[config.mk]
export PLATFORM = sky130hd
export DESIGN_NAME = i2c_accel_sequencer
export DESIGN_NICKNAME = d
export VERILOG_FILES = /design/src/rtl/i2c_accel_sequencer.sv
export SDC_FILE = /design/constraint.sdc
export NUM_CORES = 1
export LEC_CHECK = 0
export BUFFER_PORTS_ARGS = -buffer_cell sky130_fd_sc_hd__clkbuf_2
export CORE_ASPECT_RATIO = 0.6
export CORE_UTILIZATION = 48
export CTS_BUF_LIST = sky130_fd_sc_hd__clkbuf_4 sky130_fd_sc_hd__clkbuf_8
export DETAILED_ROUTE_END_ITERATION = 12
export GPL_ROUTABILITY_DRIVEN = 0
export HOLD_SLACK_MARGIN = 0.15
export PLACE_DENSITY = 0.78
export SYNTH_ARGS = -nofsm -noshare
export SYNTH_HDL_FRONTEND = slang
export SYNTH_SLANG_ARGS = --single-unit
[constraint.sdc]
create_clock -name clk_in -period 2.65 [get_ports clk_in]
set_input_delay 0.3975 -clock clk_in [delete_from_list [all_inputs] [get_ports clk_in]]
set_output_delay 0.3975 -clock clk_in [all_outputs]
set_load 0.01 [all_outputs]
[src/rtl/i2c_accel_sequencer.sv]
// ============================================================================
// i2c_accel_sequencer
// ----------------------------------------------------------------------------
// Purpose:
//   Command sequencer that sits directly upstream of the I2C_Bus master.
//   After a start pulse it writes a fixed 3-entry accelerometer init list.
//   It then polls the three XYZ data bytes every POLL_DIV clocks. Each poll
//   is a pointer write {addrW, DATA_REG} followed by a 3-byte read. Every
//   good sample is presented with a 1-cycle valid strobe.
//
// Build option:
//   ACCEL_RETRY_EN  When defined, a NACKed or timed-out transaction is
//                   reissued up to MAX_RETRY times before fault is raised.
//                   When undefined, the first error raises fault and the
//                   sequencer returns to IDLE.
//
// Ports:
//   clk_in       in   1   bus clock, shared with I2C_Bus
//   reset        in   1   asynchronous, active-high reset
//   start        in   1   1-cycle pulse; starts init from IDLE only
//   halt         in   1   level; finish the current transaction, then IDLE
//   I2C_en       out  1   transaction enable, held high until I2C_done
//   I2C_wr       out  1   0 = write, 1 = read
//   I2C_wdata    out  32  write bytes, MSB-first; first byte at [(NM-1)*8+7 -: 8]
//   I2C_rdata    out  32  read command bytes, same packing
//   I2C_NM       out  5   byte count including the address byte
//   I2C_done     in   1   1-cycle pulse at stop
//   I2C_error    in   1   NACK seen; meaningful while I2C_en is high
//   ReadData     in   24  {X,Y,Z}; valid in the cycle after I2C_done
//   accel_data   out  24  last good {X,Y,Z} sample
//   accel_valid  out  1   1-cycle strobe when accel_data updates
//   init_done    out  1   high once all init writes have been ACKed
//   fault        out  1   sticky error flag, cleared only by reset
//   nack_count   out  8   saturating count of NACKed or timed-out transactions
// ============================================================================
module i2c_accel_sequencer #(
    parameter logic [6:0]  CHIP_ADDR    = 7'h1D,
    parameter logic [7:0]  DATA_REG     = 8'h01,
    parameter logic [15:0] POLL_DIV     = 16'd4000,
    parameter logic [15:0] DONE_TIMEOUT = 16'd2000,
    parameter logic [1:0]  MAX_RETRY    = 2'd3
) (
    input  logic        clk_in,
    input  logic        reset,
    input  logic        start,
    input  logic        halt,
    output logic        I2C_en,
    output logic        I2C_wr,
    output logic [31:0] I2C_wdata,
    output logic [31:0] I2C_rdata,
    output logic [4:0]  I2C_NM,
    input  logic        I2C_done,
    input  logic        I2C_error,
    input  logic [23:0] ReadData,
    output logic [23:0] accel_data,
    output logic        accel_valid,
    output logic        init_done,
    output logic        fault,
    output logic [7:0]  nack_count
);

`ifdef ACCEL_RETRY_EN
    localparam bit RETRY_EN = 1'b1;
`else
    localparam bit RETRY_EN = 1'b0;
`endif

    localparam logic [7:0] ADDR_W = {CHIP_ADDR, 1'b0};
    localparam logic [7:0] ADDR_R = {CHIP_ADDR, 1'b1};

    typedef enum logic [3:0] {
        ST_IDLE,
        ST_INIT_ISSUE,
        ST_INIT_WAIT,
        ST_GAP,
        ST_POLL_GAP,
        ST_PTR_ISSUE,
        ST_PTR_WAIT,
        ST_RD_ISSUE,
        ST_RD_WAIT,
        ST_RD_LATCH,
        ST_ERR_HANDLE
    } state_t;

    // Kind of transaction that GAP leads into (also the one to reissue on retry).
    typedef enum logic [1:0] {
        OP_INIT,
        OP_PTR,
        OP_RD
    } op_t;

    // Init write list: {pad, addrW, register, value}, sent with NM = 3.
    function automatic logic [31:0] init_rom(input logic [1:0] idx);
        logic [31:0] word;
        case (idx)
            2'd0:    word = {8'h00, ADDR_W, 8'h2A, 8'h00};  // standby
            2'd1:    word = {8'h00, ADDR_W, 8'h0E, 8'h00};  // +-2 g range
            default: word = {8'h00, ADDR_W, 8'h2A, 8'h01};  // active
        endcase
        return word;
    endfunction

    state_t      state_q, state_d;
    op_t         op_q, op_d;
    logic [1:0]  idx_q, idx_d;
    logic [1:0]  retry_q, retry_d;
    logic [15:0] tmo_q, tmo_d;
    logic [15:0] poll_q, poll_d;
    logic        poll_run_q, poll_run_d;
    logic        err_flag_q, err_flag_d;
    logic        en_q, en_d;
    logic        wr_q, wr_d;
    logic [31:0] wdata_q, wdata_d;
    logic [31:0] rdata_q, rdata_d;
    logic [4:0]  nm_q, nm_d;
    logic [23:0] accel_data_q, accel_data_d;
    logic        accel_valid_q, accel_valid_d;
    logic        init_done_q, init_done_d;
    logic        fault_q, fault_d;
    logic [7:0]  nack_q, nack_d;

    // A done only counts while we are actually driving a transaction.
    logic done_seen;
    logic txn_err;
    logic tmo_hit;
    logic poll_wrap;

    assign done_seen = I2C_done && en_q;
    assign txn_err   = err_flag_q || I2C_error;
    assign tmo_hit   = (tmo_q == DONE_TIMEOUT - 16'd1);
    assign poll_wrap = (poll_q == POLL_DIV - 16'd1);

    always_ff @(posedge clk_in or posedge reset) begin
        if (reset) begin
            state_q       <= ST_IDLE;
            op_q          <= OP_INIT;
            idx_q         <= 2'd0;
            retry_q       <= 2'd0;
            tmo_q         <= 16'd0;
            poll_q        <= 16'd0;
            poll_run_q    <= 1'b0;
            err_flag_q    <= 1'b0;
            en_q          <= 1'b0;
            wr_q          <= 1'b0;
            wdata_q       <= 32'd0;
            rdata_q       <= 32'd0;
            nm_q          <= 5'd0;
            accel_data_q  <= 24'd0;
            accel_valid_q <= 1'b0;
            init_done_q   <= 1'b0;
            fault_q       <= 1'b0;
            nack_q        <= 8'd0;
        end else begin
            state_q       <= state_d;
            op_q          <= op_d;
            idx_q         <= idx_d;
            retry_q       <= retry_d;
            tmo_q         <= tmo_d;
            poll_q        <= poll_d;
            poll_run_q    <= poll_run_d;
            err_flag_q    <= err_flag_d;
            en_q          <= en_d;
            wr_q          <= wr_d;
            wdata_q       <= wdata_d;
            rdata_q       <= rdata_d;
            nm_q          <= nm_d;
            accel_data_q  <= accel_data_d;
            accel_valid_q <= accel_valid_d;
            init_done_q   <= init_done_d;
            fault_q       <= fault_d;
            nack_q        <= nack_d;
        end
    end

    always_comb begin
        state_d       = state_q;
        op_d          = op_q;
        idx_d         = idx_q;
        retry_d       = retry_q;
        tmo_d         = tmo_q;
        poll_d        = poll_q;
        poll_run_d    = poll_run_q;
        err_flag_d    = err_flag_q;
        en_d          = en_q;
        wr_d          = wr_q;
        wdata_d       = wdata_q;
        rdata_d       = rdata_q;
        nm_d          = nm_q;
        accel_data_d  = accel_data_q;
        accel_valid_d = 1'b0;
        init_done_d   = init_done_q;
        fault_d       = fault_q;
        nack_d        = nack_q;

        // The poll timer runs regardless of bus activity. A slot that passes
        // while a transaction is in flight is simply missed.
        if (poll_run_q) begin
            poll_d = poll_wrap ? 16'd0 : poll_q + 16'd1;
        end

        case (state_q)
            ST_IDLE: begin
                if (start && !fault_q) begin
                    idx_d   = 2'd0;
                    retry_d = 2'd0;
                    op_d    = OP_INIT;
                    state_d = ST_INIT_ISSUE;
                end
            end

            // Issue states load the bus outputs on the same edge that raises
            // I2C_en. They stay frozen until en drops again.
            ST_INIT_ISSUE: begin
                en_d       = 1'b1;
                wr_d       = 1'b0;
                nm_d       = 5'd3;
                wdata_d    = init_rom(idx_q);
                rdata_d    = 32'd0;
                err_flag_d = 1'b0;
                tmo_d      = 16'd0;
                op_d       = OP_INIT;
                state_d    = ST_INIT_WAIT;
            end

            ST_PTR_ISSUE: begin
                en_d       = 1'b1;
                wr_d       = 1'b0;
                nm_d       = 5'd2;
                wdata_d    = {16'h0000, ADDR_W, DATA_REG};
                rdata_d    = 32'd0;
                err_flag_d = 1'b0;
                tmo_d      = 16'd0;
                op_d       = OP_PTR;
                state_d    = ST_PTR_WAIT;
            end

            ST_RD_ISSUE: begin
                en_d       = 1'b1;
                wr_d       = 1'b1;
                nm_d       = 5'd4;
                wdata_d    = 32'd0;
                rdata_d    = {ADDR_R, 24'h000000};
                err_flag_d = 1'b0;
                tmo_d      = 16'd0;
                op_d       = OP_RD;
                state_d    = ST_RD_WAIT;
            end

            ST_INIT_WAIT, ST_PTR_WAIT, ST_RD_WAIT: begin
                // A NACK may be flagged at any point of the enable window,
                // so it is accumulated and judged when done arrives.
                err_flag_d = err_flag_q || I2C_error;
                tmo_d      = tmo_q + 16'd1;
                if (done_seen) begin
                    en_d = 1'b0;
                    if (txn_err) begin
                        state_d = ST_ERR_HANDLE;
                    end else begin
                        retry_d = 2'd0;
                        case (state_q)
                            ST_INIT_WAIT: begin
                                if (idx_q == 2'd2) begin
                                    init_done_d = 1'b1;
                                    poll_d      = 16'd0;
                                    poll_run_d  = 1'b1;
                                    state_d     = halt ? ST_IDLE : ST_POLL_GAP;
                                end else begin
                                    idx_d   = idx_q + 2'd1;
                                    op_d    = OP_INIT;
                                    state_d = halt ? ST_IDLE : ST_GAP;
                                end
                            end
                            ST_PTR_WAIT: begin
                                op_d    = OP_RD;
                                state_d = halt ? ST_IDLE : ST_GAP;
                            end
                            default: begin
                                // Read data only becomes valid one cycle later;
                                // halt is honoured after the sample is out.
                                state_d = ST_RD_LATCH;
                            end
                        endcase
                    end
                end else if (tmo_hit) begin
                    en_d    = 1'b0;
                    state_d = ST_ERR_HANDLE;
                end
            end

            ST_RD_LATCH: begin
                accel_data_d  = ReadData;
                accel_valid_d = 1'b1;
                state_d       = halt ? ST_IDLE : ST_POLL_GAP;
            end

            // Single cycle here plus the issue cycle gives the two en-low
            // clocks the bus needs to clear its byte counters.
            ST_GAP: begin
                if (halt) begin
                    state_d = ST_IDLE;
                end else begin
                    case (op_q)
                        OP_PTR:  state_d = ST_PTR_ISSUE;
                        OP_RD:   state_d = ST_RD_ISSUE;
                        default: state_d = ST_INIT_ISSUE;
                    endcase
                end
            end

            ST_POLL_GAP: begin
                if (halt) begin
                    state_d = ST_IDLE;
                end else if (poll_wrap) begin
                    state_d = ST_PTR_ISSUE;
                end
            end

            ST_ERR_HANDLE: begin
                en_d   = 1'b0;
                nack_d = (nack_q == 8'hFF) ? nack_q : nack_q + 8'd1;
                if (RETRY_EN && (retry_q < MAX_RETRY)) begin
                    // op_q still names the failed transaction, so GAP reissues it.
                    retry_d = retry_q + 2'd1;
                    state_d = halt ? ST_IDLE : ST_GAP;
                end else begin
                    fault_d = 1'b1;
                    state_d = ST_IDLE;
                end
            end

            default: begin
                en_d    = 1'b0;
                state_d = ST_IDLE;
            end
        endcase

        // Entering or sitting in IDLE: bus released, polling stopped,
        // init must be redone on the next start.
        if (state_d == ST_IDLE) begin
            en_d        = 1'b0;
            init_done_d = 1'b0;
            poll_run_d  = 1'b0;
        end
    end

    assign I2C_en      = en_q;
    assign I2C_wr      = wr_q;
    assign I2C_wdata   = wdata_q;
    assign I2C_rdata   = rdata_q;
    assign I2C_NM      = nm_q;
    assign accel_data  = accel_data_q;
    assign accel_valid = accel_valid_q;
    assign init_done   = init_done_q;
    assign fault       = fault_q;
    assign nack_count  = nack_q;

endmodule

-- Word level (Yosys, flattened, before mapping)
Index checks and enable logic that the tools add are counted.
- memory bits (read-only): 0
- memory bits (writable): 0
- output and inout port bits: 106
- bits in registers: 147
- latch bits: 0
- memories kept: 0
- add/sub/neg operators: 4
- multiply operators: 0
- order comparisons: 0
- divide/modulo/power cells: 0
- shift operators: 0
- muxes and demuxes: 49
- equal/unequal tests: 27
- bitwise operators: 1
- reduce and logical (&&, ||, !) cells: 25
- operators with widths (cell ; count):
    2-to-1 mux 16 bit ; 7
    case mux 32 bit (3 select lines) ; 1
    case mux 32 bit (2 select lines) ; 1
    adder 16 x 1 -> 16 bit, second input constant ; 2
    case mux 16 bit (2 select lines) ; 1
    case mux 4 bit (8 select lines) ; 1
    case mux 14 bit (2 select lines) ; 1
    2-to-1 mux 4 bit ; 6
    2-to-1 mux 2 bit ; 9
    equality test 16 x 11 -> 1 bit, second input constant ; 1
    equality test 16 x 12 -> 1 bit, second input constant ; 1
    equality test 4 x 3 -> 1 bit, second input constant ; 4
    case mux 5 bit (3 select lines) ; 1
    nonzero test 2 bit ; 7
    equality test 4 bit, second input constant ; 3
    AND reduction 6 bit ; 2
    2-to-1 mux 1 bit ; 10
    != test 2 bit, second input constant ; 5
    case mux 2 bit (5 select lines) ; 1
    2-to-1 mux 3 bit ; 3
    adder 8 x 1 -> 8 bit, second input constant ; 1
    equality test 4 x 2 -> 1 bit, second input constant ; 2
    equality test 8 bit, second input constant ; 1
    logical NOT 4 bit ; 2
    24 further kinds ; 33

-- Longest topological paths before layout
- word-level depth: 9
- mapped depth: 8

-- Worst setup path before layout
Ideal clock, no wire load.
- path kind: register -> register
- start: reg tmo_q[0]
- end: reg init_done_q (netlist: init_done)
- required time: 2515 ps
- path slack: 671 ps
- path buffers: 0
- arrival time: 1844 ps
- stages on the path, launching flop included: 8
- clock period less this slack: 1979 ps
- cells stage by stage: dfrtp_1 ha_1 and3_1 nand4_1 o31a_1 a311o_1 nor4_2 a21oi_1
- longest elaborated chain between the ends: 7
- elaborated cells between the ends (all ways): 12
- ends and longest elaborated chain (what ; RTL line ; RTL):
    start: declaration ; 107 ; logic [15:0] tmo_q, tmo_d;
    start signal: assignment ; 158 ; tmo_q <= tmo_d;
    equality test 16 x 11 -> 1 bit * ; 130 ; assign tmo_hit = (tmo_q == DONE_TIMEOUT - 16'd1);
    2-to-1 mux 4 bit * ; 284 ; end else if (tmo_hit) begin
    2-to-1 mux 4 bit * ; 254 ; if (done_seen) begin
    case mux 4 bit (8 select lines) * ; 201 ; case (state_q)
    named net state_d[2] ; 103 ; state_t state_q, state_d;
    logical NOT 4 bit * ; 339 ; if (state_d == ST_IDLE) begin
    != test 2 x 1 -> 1 bit (no source line) / nonzero test 2 bit (equally long branches) ; - ;
    AND reduction 5 bit (no source line) ; - ;
    end signal: assignment ; 169 ; init_done_q <= init_done_d;
    end: declaration ; 118 ; logic init_done_q, init_done_d;
Mark *: on every way through the listed nets, which the timed path passes. The rest lies on a longest branch.
A chain may end at the register's enable or synchronous reset.

-- Final worst setup path
- start: reg state_q[1]
- end: reg tmo_q[10]
- longest elaborated chain between the ends: 3
- elaborated cells between the ends (all ways): 10
- ends and longest elaborated chain (what ; RTL line ; RTL):
    start: declaration ; 103 ;
    start signal: assignment ; 154 ; state_q <= state_d;
    equality test 4 x 2 -> 1 bit, or another cell as far along ; 201 ;
    OR reduction 3 bit (on tied branches) ; - ;
    case mux 16 bit (2 select lines) / nonzero test 2 bit (equally long branches) ; - ;
Parallel ways exist; a longest one is shown, timed or not.

==> flow_metrics.py <==
metrics = {
    "setup_path": {
        "crit_type": "flip-flop to flip-flop",
        "critPathTopFamily": "simple AND/OR/NAND/NOR gates",
        "cp-end-kind": "flip-flop",
        "crit_required_ns": 2.89,
        "path_max_fanout": 12,
        "critical_path.startpoint_type": "flip-flop",
        "path_cells": "or3b_1 -> a21oi_4 -> nand4_1 -> o211ai_1 -> o31ai_1",
        "path_buf_inv": 0,
        "cp_slowest_cell": "or3b_1",
        "cpPeakStageDelay_ns": 0.53,
        "arrival_ns": 2.52,
    },
    "timing": {
        "slew_violations": 0,
        "tightest_slew_ns": 0.572,
        "setup_viol": 0,
        "finalClockSkew_ns": 0.00737,
        "max_slew_margin_pct": 61.7,
        "grt_setup_unrepaired": "false",
        "max_freq_mhz": 438,
        "period_share_pct": 86.2,
        "period_minus_slack_ns": 2.28,
        "finalHoldViolCount": 0,
        "tns_ns": 0,
    },
    "finish": {
        "nNetsFinal": 559,
        "drive_above_1_share_pct": 27.2,
        "areaGrowthSynthToFinish_pct": 11.6,
        "diodes": 0,
    },
    "global_route": {
        "grt_pass1_vias": 3075,
        "grt_usage_pct": 20.4,
        "antenna_found_initial": 0,
        "grt_max_degree": 86,
        "grt_first_pass_wirelength_um": 15400,
        "overflow": 0,
    },
    "power": {
        "p_per_area_nw_per_um2": 531,
        "pwr-share-seq_pct": 53.1,
        "switching_share_pct": 27.3,
        "total_leakage_power_nw": 2.51,
        "p_int_w": 0.00193,
        "p_comb_share_pct": 12.5,
        "p_clk_share_pct": 34.5,
        "irDropWorstVdd_uv": 346,
        "power_w": 0.00265,
        "p_sw_w": 0.000725,
    },
    "cts": {
        "postCtsSetupBuffers": 0,
        "clk_latency_ns": 0.36,
        "clk_path_buf_depth": 2,
        "clockRootBuffer": "clkbuf_8",
        "cts_buffers": 9,
        "cts_tree": "yes",
        "path_clk_slew_ns": 0.09,
        "cts_htree_levels": 3,
        "cts_sinks": 85,
    },
    "synth": {
        "synth-seq-cells": 85,
        "synth_cell_types": 56,
        "yosysWarnings": 0,
        "yosysSeqAreaShare_pct": 47.4,
        "synth_ff_type": "dfrtp_1",
        "synth_edf_count": 0,
        "synth_cells": 440,
        "async_reset_ff_share_pct": 100,
        "syn-cell-area_um2": 4480,
        "synth.avg_cell_area_um2": 10.2,
    },
    "drt": {
        "dr.first_iter.drc_count": 228,
        "wire_per_inst_um": 14.3,
        "drc": 0,
        "vias_per_cell": 5.26,
        "drt-total-wl_um": 9130,
        "ant_nets": 0,
        "dr.pass1.iters": 4,
        "num_vias": 3356,
    },
    "worst_hold_path": {
        "hold_path_class": "input port to flip-flop",
    },
    "die": {
        "rows": 26,
        "die_w_um": 127,
        "core_area_um2": 8780,
        "dieArea_um2": 9740,
        "start_util_pct": 51.0,
        "io_pins": 136,
        "die_y_um": 76.9,
    },
    "run_status": {
        "status": "completed",
    },
    "place": {
        "portBuffers": 84,
        "post-dp-hpwl_um": 6620,
    },
    "flow_run": {
        "maxCapViolations": 0,
    },
}
[Yosys cell counts (4+ instances only)]
cell type	number	area, um^2
dfrtp_1	85	2130
buf_4	62	465
nand2_1	40	150
nor2_1	38	143
mux2_2	26	293
o21ai_0	17	85.1
nand3_1	15	75.1
a21oi_1	14	70.1
inv_1	13	48.8
nand4_1	12	75.1
xor2_1	12	105
xnor2_1	9	78.8
ha_1	8	100
mux2i_1	8	80.1
clkbuf_1	6	22.5
nor3_1	6	30.0
buf_2	5	25.0
nor2b_1	5	31.3
and3_1	4	25.0
o211ai_1	4	30.0
[cell families after synthesis]
kind of cell | synth area share [%]
simple gates | 15.8
buf+inv | 12.6
flops | 47.4
compound gates | 9.38
mux | 8.32
xor+xnor | 4.10
fa+ha+maj | 2.23
other cells | 0.0836
[registers in the layout (all words and copies together), names as in the netlist, 2 cells and up]
signal,cells
op_q,2
idx_q,2
poll_q,16
nack_count,8
I2C_wdata,6
accel_data,24
tmo_q,16
state_q,4
[final cells by class]
type,count,area (um^2)
sequential,85,2130
inverter,13,50.0
clock inverter,6,63.8
tap,112,140
multi-input combinational,318,1980
timing repair buffer,94,510
clock buffer,10,131
fill,775,3780
[placed cells by master, fill, tap and decap left out, types with 12 or more instances in the layout]
master	n
inv_1	12
clkbuf_2	84
nor2_1	38
conb_1	51
nand4_1	12
a21oi_1	14
xor2_1	12
mux2_2	26
dfrtp_1	85
nand2_1	40
nand3_1	15
o21ai_0	17
[what timing repair did]
action | CTS | global route
endpoints found under the setup margin | 0 | 0
endpoints found under the hold margin | 85 | 0
hold buffers | 1 | 0
gates resized for setup | 0 | 0
[through the flow]
stage / cells / hold WS, ns / util, % / cell area (um^2) / setup slack [ns]
4_1_cts: 638 / 0.238 / 56.9 / 5000 / 0.405
2_1_floorplan: 490 / 0.445 / - / 4670 / 0.0590
5_1_grt: 638 / 0.242 / 56.9 / 5000 / 0.131
6_report: 638 / 0.258 / 56.9 / 5000 / 0.367
3_3_place_gp: 621 / 0.465 / 54.6 / 4800 / 0.521
3_5_place_dp: 621 / 0.480 / 54.6 / 4800 / 0.434
[routing by layer]
layer	GRT usage, %	routed length, um
met5	0	0
met4	6.43	106
met3	7.54	817
met2	28.6	3900
met1	29.1	4300
[worst paths after layout]
path / start / end / slack (ns) / depth (start not counted)
max in group asynchronous: reset / state_q[1]$_DFF_PP0_ / 1.62 / 4
min in group asynchronous: reset / accel_data[7]$_DFFE_PP0N_ / 0.65 / 4
worst min register to register: tmo_q[15]$_DFFE_PP0P_ / tmo_q[15]$_DFFE_PP0P_ / 0.49 / 1
worst min-delay path: ReadData[19] / accel_data[19]$_DFFE_PP0N_ / 0.26 / 2
worst max-delay path: state_q[1]$_DFF_PP0_ / tmo_q[10]$_DFFE_PP0P_ / 0.37 / 5
worst max register to register: state_q[1]$_DFF_PP0_ / tmo_q[10]$_DFFE_PP0P_ / 0.37 / 5
[power by group through the flow]
stage	clock [W]	sequential, W	combinational [W]
3_5_place_dp	0	0.00143	0.000328
3_3_place_gp	0	0.00143	0.000319
5_1_grt	0.000996	0.00142	0.000371
4_1_cts	0.000943	0.00141	0.000330
6_report	0.000915	0.00141	0.000331
2_1_floorplan	0	0.00144	0.000243
[worst reg2reg max path: cells and delay by family (launching register included)]
family / cells / cell delay (ns)
compound gates: 3 / 0.72
simple gates: 2 / 0.92
flops: 1 / 0.51
Power figures use the tool's default switching activity.
